**config.mk**
```make
export PLATFORM = sky130hd
export DESIGN_NAME = iob_ptfloat_unpack
export DESIGN_NICKNAME = d
export VERILOG_FILES = /design/src/rtl/iob_ptfloat_unpack_pkg.sv /design/src/rtl/iob_ptfloat_field_split.sv /design/src/rtl/iob_reg.sv /design/src/rtl/iob_ptfloat_unpack.sv
export VERILOG_INCLUDE_DIRS = /design/src /design/src/rtl
export SDC_FILE = /design/constraint.sdc
export NUM_CORES = 1
export LEC_CHECK = 0
export BUFFER_PORTS_ARGS = -buffer_cell sky130_fd_sc_hd__buf_2
export CAP_MARGIN = 20
export CORE_MARGIN = 4
export CORE_UTILIZATION = 40
export CTS_CLUSTER_SIZE = 16
export DETAILED_ROUTE_END_ITERATION = 16
export PLACE_DENSITY_LB_ADDON = 0.2
export SLEW_MARGIN = 20
export SYNTH_ARGS = -nofsm -noshare
export SYNTH_HDL_FRONTEND = slang
export SYNTH_SLANG_ARGS = --single-unit
```
**constraint.sdc**
```tcl
create_clock -name clk_i -period 4.1 [get_ports clk_i]
set_clock_uncertainty 0.1 [all_clocks]
set_input_delay 0.82 -clock clk_i [delete_from_list [all_inputs] [get_ports clk_i]]
set_output_delay 0.82 -clock clk_i [all_outputs]
set_load 0.1 [all_outputs]
```
**src/rtl/iob_ptfloat_defs.sv**
```systemverilog
// Shared ptfloat format defines (iob_ptfloat_defs header), used by every ptfloat stage.
// Latency: none (definitions only).
// Backpressure: not applicable.
//
// Values fit the default 32-bit word with a 4-bit exponent-width field:
//   - the field is 28 bits wide;
//   - the exponent field is at most 15 bits wide (ew = 4'hF).
`ifndef IOB_PTFLOAT_DEFS_VH
`define IOB_PTFLOAT_DEFS_VH
`define EXP_MAX_W 15
`define MAN_MAX_W 28
`define F_MAX_W 28
`define EXP_MAX 16383
`define EXP_MIN (-16383)
`endif

```
**src/rtl/iob_ptfloat_unpack_pkg.sv**
```systemverilog
// Types and constants shared by the ptfloat unpack stage.
// Latency: none (package).
// Backpressure: not applicable.
`ifndef IOB_PTFLOAT_DEFS_VH
`include "iob_ptfloat_defs.sv"
`endif
package iob_ptfloat_unpack_pkg;
    localparam int PTF_EXP_W = `EXP_MAX_W + 2;
    localparam int PTF_MAN_W = `MAN_MAX_W;
    localparam logic [PTF_EXP_W-1:0] PTF_EXP_MAX = PTF_EXP_W'(`EXP_MAX);
    localparam logic [PTF_EXP_W-1:0] PTF_EXP_MIN = PTF_EXP_W'(`EXP_MIN);

    // Decoded word as it travels down the pipeline.
    typedef struct packed {
        logic [PTF_EXP_W-1:0] exp;
        logic [PTF_MAN_W-1:0] man;
        logic                 zero;
        logic                 sat;
    } ptf_dec_t;

    // A mantissa whose sign bit equals the next bit carries no leading
    // significant bit, i.e. it is not normalized.
    function automatic logic is_unnormalized(input logic [PTF_MAN_W-1:0] man);
        return man[PTF_MAN_W-1] == man[PTF_MAN_W-2];
    endfunction
endpackage

```
**src/rtl/iob_ptfloat_field_split.sv**
```systemverilog
// Combinational ptfloat field split: word -> ew, sign-extended exponent E, mantissa fraction.
// Latency: 0 (combinational).
// Backpressure: not applicable.
//
// Word layout: {field[F_W-1:0], ew[EW_W-1:0]}.
// The top ew bits of field hold the signed exponent E; the remaining bits are
// the fraction, which is returned left-aligned.
module iob_ptfloat_field_split #(
    parameter int DATA_W = 32,
    parameter int EW_W   = 4,
    parameter int E_W    = 17
) (
    input  logic [DATA_W-1:0]      data_i,
    output logic [EW_W-1:0]        ew_o,
    output logic [E_W-1:0]         e_sext_o,
    output logic [DATA_W-EW_W-1:0] frac_o,
    output logic                   field_zero_o
);
    localparam int F_W  = DATA_W - EW_W;
    localparam int SH_W = $clog2(F_W + 1);
    localparam logic [SH_W-1:0] F_W_SH = SH_W'(F_W);

    logic [F_W-1:0]        field;
    logic [EW_W-1:0]       ew;
    logic [SH_W-1:0]       shamt;
    logic signed [F_W-1:0] e_shift;

    assign ew    = data_i[EW_W-1:0];
    assign field = data_i[DATA_W-1:EW_W];
    assign shamt = F_W_SH - SH_W'(ew);

    // An arithmetic right shift brings the top ew bits of field down, already
    // sign-extended. With ew = 0 the exponent field is empty, so the
    // exponent is 0.
    always_comb begin
        e_shift = '0;
        if (ew != '0) begin
            e_shift = $signed(field) >>> shamt;
        end
    end

    assign ew_o         = ew;
    assign e_sext_o     = E_W'(e_shift);
    assign frac_o       = field << ew;
    assign field_zero_o = (field == '0);
endmodule

```
**src/rtl/iob_reg.sv**
```systemverilog
// Generic register with async active-high reset, clock enable and load enable.
// Latency: 1 enabled cycle.
// Backpressure: none; holds its value while cke_i or en_i is low.
//
// Ports:
//   - clk_i, arst_i, cke_i: clock, asynchronous reset, clock enable.
//   - en_i: load enable.
//   - data_i / data_o: next value / registered value.
module iob_reg #(
    parameter int DATA_W = 1
) (
    input  logic              clk_i,
    input  logic              arst_i,
    input  logic              cke_i,
    input  logic              en_i,
    input  logic [DATA_W-1:0] data_i,
    output logic [DATA_W-1:0] data_o
);
    logic [DATA_W-1:0] data_q;

    always_ff @(posedge clk_i or posedge arst_i) begin
        if (arst_i) begin
            data_q <= '0;
        end else if (cke_i && en_i) begin
            data_q <= data_i;
        end
    end

    assign data_o = data_q;
endmodule

```
**src/rtl/iob_ptfloat_unpack.sv**
```systemverilog
// ptfloat unpack: packed {field, ew} word -> signed exponent, signed mantissa, zero/sat flags.
// Latency: 2 cke-enabled cycles from start_i to done_o.
// Backpressure: none; one word per enabled cycle, cke_i low freezes the whole pipe.
//
// Ports:
//   - clk_i, arst_i (async active-high), cke_i.
//   - start_i / data_i: word in.
//   - done_o: result valid.
//   - exp_o, man_o, zero_o, sat_o: decoded result; each holds its value between words.
//
// Build option PTFLOAT_SUBNORMALS_EN: when defined, a word with ew all ones,
// E == 0 and an unnormalized mantissa decodes with exponent `EXP_MIN.
`ifndef IOB_PTFLOAT_DEFS_VH
`include "iob_ptfloat_defs.sv"
`endif
module iob_ptfloat_unpack
    import iob_ptfloat_unpack_pkg::*;
#(
    parameter int DATA_W = 32,
    parameter int EW_W   = 4
) (
    input  logic                   clk_i,
    input  logic                   arst_i,
    input  logic                   cke_i,
    input  logic                   start_i,
    input  logic [DATA_W-1:0]      data_i,
    output logic                   done_o,
    output logic [`EXP_MAX_W+1:0]  exp_o,
    output logic [`MAN_MAX_W-1:0]  man_o,
    output logic                   zero_o,
    output logic                   sat_o
);
    localparam int F_W = DATA_W - EW_W;

    logic [EW_W-1:0]      ew;
    logic [PTF_EXP_W-1:0] e_sext;
    logic [F_W-1:0]       frac;
    logic                 field_zero;
    logic                 ew_ones;
    logic [PTF_EXP_W-1:0] exp_c;
    logic [PTF_MAN_W-1:0] man_c;

    ptf_dec_t dec_d;
    ptf_dec_t dec_s1_q;
    ptf_dec_t dec_q;
    logic     vld_s1_q;
    logic     done_q;

    iob_ptfloat_field_split #(
        .DATA_W(DATA_W),
        .EW_W  (EW_W),
        .E_W   (PTF_EXP_W)
    ) u_field_split (
        .data_i      (data_i),
        .ew_o        (ew),
        .e_sext_o    (e_sext),
        .frac_o      (frac),
        .field_zero_o(field_zero)
    );

    assign ew_ones = &ew;

    always_comb begin
        man_c = PTF_MAN_W'(frac);
        exp_c = e_sext;
        // The encoder stores negative exponents minus one; undo that here.
        if (e_sext[PTF_EXP_W-1]) begin
            exp_c = e_sext + PTF_EXP_W'(1);
        end
`ifdef PTFLOAT_SUBNORMALS_EN
        if (ew_ones && (e_sext == '0) && is_unnormalized(man_c)) begin
            exp_c = PTF_EXP_MIN;
        end
`endif
        dec_d.zero = field_zero;
        dec_d.exp  = field_zero ? '0 : exp_c;
        dec_d.man  = field_zero ? '0 : man_c;
        // Saturation code: widest exponent field holding the largest exponent.
        dec_d.sat  = ew_ones && (exp_c == PTF_EXP_MAX);
    end

    // Stage 1 loads every enabled cycle; only the valid bit qualifies it.
    iob_reg #(.DATA_W($bits(ptf_dec_t))) u_s1_dec (
        .clk_i (clk_i),
        .arst_i(arst_i),
        .cke_i (cke_i),
        .en_i  (1'b1),
        .data_i(dec_d),
        .data_o(dec_s1_q)
    );

    iob_reg #(.DATA_W(1)) u_s1_vld (
        .clk_i (clk_i),
        .arst_i(arst_i),
        .cke_i (cke_i),
        .en_i  (1'b1),
        .data_i(start_i),
        .data_o(vld_s1_q)
    );

    // Output stage only loads valid words, so results persist between words.
    iob_reg #(.DATA_W($bits(ptf_dec_t))) u_out_dec (
        .clk_i (clk_i),
        .arst_i(arst_i),
        .cke_i (cke_i),
        .en_i  (vld_s1_q),
        .data_i(dec_s1_q),
        .data_o(dec_q)
    );

    iob_reg #(.DATA_W(1)) u_out_vld (
        .clk_i (clk_i),
        .arst_i(arst_i),
        .cke_i (cke_i),
        .en_i  (1'b1),
        .data_i(vld_s1_q),
        .data_o(done_q)
    );

    assign done_o = done_q;
    assign exp_o  = dec_q.exp;
    assign man_o  = dec_q.man;
    assign zero_o = dec_q.zero;
    assign sat_o  = dec_q.sat;
endmodule

```
==> flow_summary.ini <==
[grt]
grt_usage_pct = 22.0
grt_overflow_total = 0
use_met1_pct = 32.3
grtUsageMet3_pct = 3.83
grt_max_degree = 50
antenna_found_initial = 0
top_usage_layer = met2
use_met2_pct = 33.3
grt_pass1_vias = 5871
grt_pass1_wl_mm = 34.0

[yosys]
netlist_instances = 649
synth_most_common_cell = dfrtp_1
syn_area_um2 = 6770
ys_seq_area_share_pct = 35.5
synthTopCellsByArea = dfrtp_1, mux2_2, mux4_2, mux2i_1, o2bb2ai_1
synth_fa_ha_area_share_pct = 0.555
ys_warn_count = 0
synth.top_cell.area_share_pct = 35.5
syn_area_per_cell_um2 = 10.4
syn_nets = 688
synth_compound_area_share_pct = 15.7
dominantRegCellSynth = dfrtp_1
synth_cell_types = 74
synth_seq_cells = 96
synth_common_cells = dfrtp_1, mux2_2, nand2_1
synth_top_family_by_area = multiplexers
synthMuxAreaShare_pct = 28.8
synthArstFlopShare_pct = 100
synth-xor-area-share_pct = 1.92
synth-simple-area-share_pct = 12.5
synth_top_area_cell = dfrtp_1
synth_edf_count = 0

[placement]
place.gp.congestion = 0.967
place.port_buffers = 83
place.detailed.hpwl_mm = 16.3
dp_cells = 1003
post-place-ws_ns = -0.350

[layout]
area_growth_pct = 26.8
final_nets = 837
drive_gt1_share_pct = 43.8
diodes = 0
final_cells = 1023

[drt]
wl_mm = 21.2
first_pass_iters = 4
vias = 5873
drt_iter0_markers = 332
avgViaCountPerCell = 5.74
drc = 0
ant_nets = 0
routedWlPerCell_um = 20.8

[worst_setup_path]
startpoint_type = primary input
worstSetupEndpointType = flop
cp_slowest_cell = or4_4
cp.required_ns = 4.27
critPathMaxStageDelay_ns = 0.54
critPathArrivalTime_ns = 4.21
reg2regPathDepth = 2
cpMostUsedCell = buf_4
path_cells = buf_6 > inv_12 > ha_4 > mux2_2 > buf_4 > mux2_2 > mux4_2 > a32oi_2 > nor4_4 > buf_4 > buf_4 > a311oi_2 > a41oi_2 > or4_4 > o2bb2ai_2
path_max_fanout = 9
critPathKind = primary input to flop

[floorplan]
num_rows = 47
initial_utilization_pct = 40.8
die_h_um = 138
core-area_um2 = 16600
fp.dieW_um = 138
ios = 84
die-area_um2 = 19100

[clock_tree]
cts-buffers-inserted = 9
clock_path_buffers = 2
cts_hold_buf = 0
cts_tree = yes
clk_latency_ns = 0.34
cts.sinks = 96
htree_levels = 3
root_buffer = clkbuf_16
clk_pin_slew_worst_paths_ns = 0.07

[min_path]
holdCritPathClass = flop to flop
whs_path_depth = 1

[job]
drv_cap = 0

[timing]
layout_setup_ws_ns = 0.0626
report.final.setup_viol = 0
drv_slew = 0
post-route-period-util_pct = 98.5
worstMarginPinSlew_ns = 0.805
max_freq_ghz = 0.248
fin_tns_setup_ns = 0
finalHoldViolations = 0
slew_headroom_pct = 46.3
min_period_ns = 4.04

[power_and_ir_drop]
p_per_area_nw_per_um2 = 488
leakagePower_nw = 3.86
peakVddDrop_mv = 0.428

[run_status]
outcome = finished, final reports clean
critical path: cells and delay by family:
kind,cells,cell delay [ns]
mux,3,1.12
compound gates,4,0.70
buf+inv,5,0.62
simple gates,2,0.62
fa+ha+maj,1,0.32
sequential cells by signal (all words and copies together) (netlist names):
register          flops
u_s1_dec.data_o      47
u_s1_vld.data_o       1
u_out_dec.data_o     47
u_out_vld.data_o      1
path summary, 6_finish.rpt:
kind / start / slack [ns] / to
max in group asynchronous: arst_i / 2.61 / u_out_dec.data_o[19]
min in group asynchronous: arst_i / 0.45 / u_out_dec.data_o[33]
worst max register to register: u_s1_vld.data_o / 2.58 / u_out_dec.data_o[5]
worst min register to register: u_s1_dec.data_o[37] / 0.38 / u_s1_dec.data_o[37]
worst min-delay path: u_s1_dec.data_o[37] / 0.38 / u_s1_dec.data_o[37]
worst max-delay path: data_i[0] / 0.06 / u_s1_dec.data_o[0]
per-layer routing:
metal	vias to the layer above	share of wire (%)
li1	2755	-
met1	2886	48
met2	203	45
met3	29	5.3
met4	0	2.4
met5	-	0
repair_timing:
| action | in CTS | in global routing |
|---|---|---|
| resized for setup | 1 | 33 |
| hold endpoints to repair | 0 | 0 |
| endpoints found under the setup margin | 1 | 1 |
| buffers inserted | 0 | 4 |
| pin swaps | 0 | 9 |
layout by cell type (no fill, tap or decap), drive strengths merged, types with 4 or more instances in the layout:
master,count
a211oi,9
a21o,4
a21oi,30
a22o,12
and2,7
buf,196
clkbuf,9
dfrtp,96
inv,15
mux2,75
mux2i,38
mux4,32
nand2,68
nand3,11
nand4,5
nor2,40
nor2b,6
nor3b,4
nor4,11
o211ai,4
o21a,6
o21ai,17
o22ai,7
o2bb2ai,29
o32ai,4
xnor2,9
xor2,5
kinds of logic after synthesis:
group                    Yosys count
AO/OA/AOI/OAI                    146
XOR/XNOR                          14
adder cells (fa/ha/maj)            3
buffers and inverters             71
flip-flops                        96
multiplexers                     145
AND/OR/NAND/NOR                  174
stage by stage:
| step | instance area, µm² | power (mW) | util, % | hold WS (ns) |
|---|---|---|---|---|
| 3_5_place_dp | 8080 | 3.23 | 48.7 | 0.370 |
| 3_3_place_gp | 8080 | 3.20 | 48.7 | 0.361 |
| 2_1_floorplan | 6910 | 2.72 | - | 0.346 |
| 6_report | 8580 | 4.19 | 51.8 | 0.380 |
| 4_1_cts | 8420 | 4.17 | 50.8 | 0.386 |
| 5_1_grt | 8580 | 4.36 | 51.8 | 0.400 |
report_power, final:
group / total, mW / switching (mW) / internal, mW / leakage, nW
combinational: 2.03 / 1.43 / 0.599 / 2.50
clock: 0.938 / 0.388 / 0.550 / 0.162
sequential: 1.22 / 0.0923 / 1.12 / 1.20
total: 4.19 / 1.91 / 2.27 / 3.86
cell type report:
cell class / instances / area (µm²)
clock inverter: 7 / 110
clock buffer: 9 / 225
sequential: 96 / 2400
fill: 1517 / 8000
timing repair buffer: 196 / 1320
multi-input combinational: 482 / 4180
tap: 220 / 275
inverter: 13 / 70.1
(Power assumes the default switching activity.)
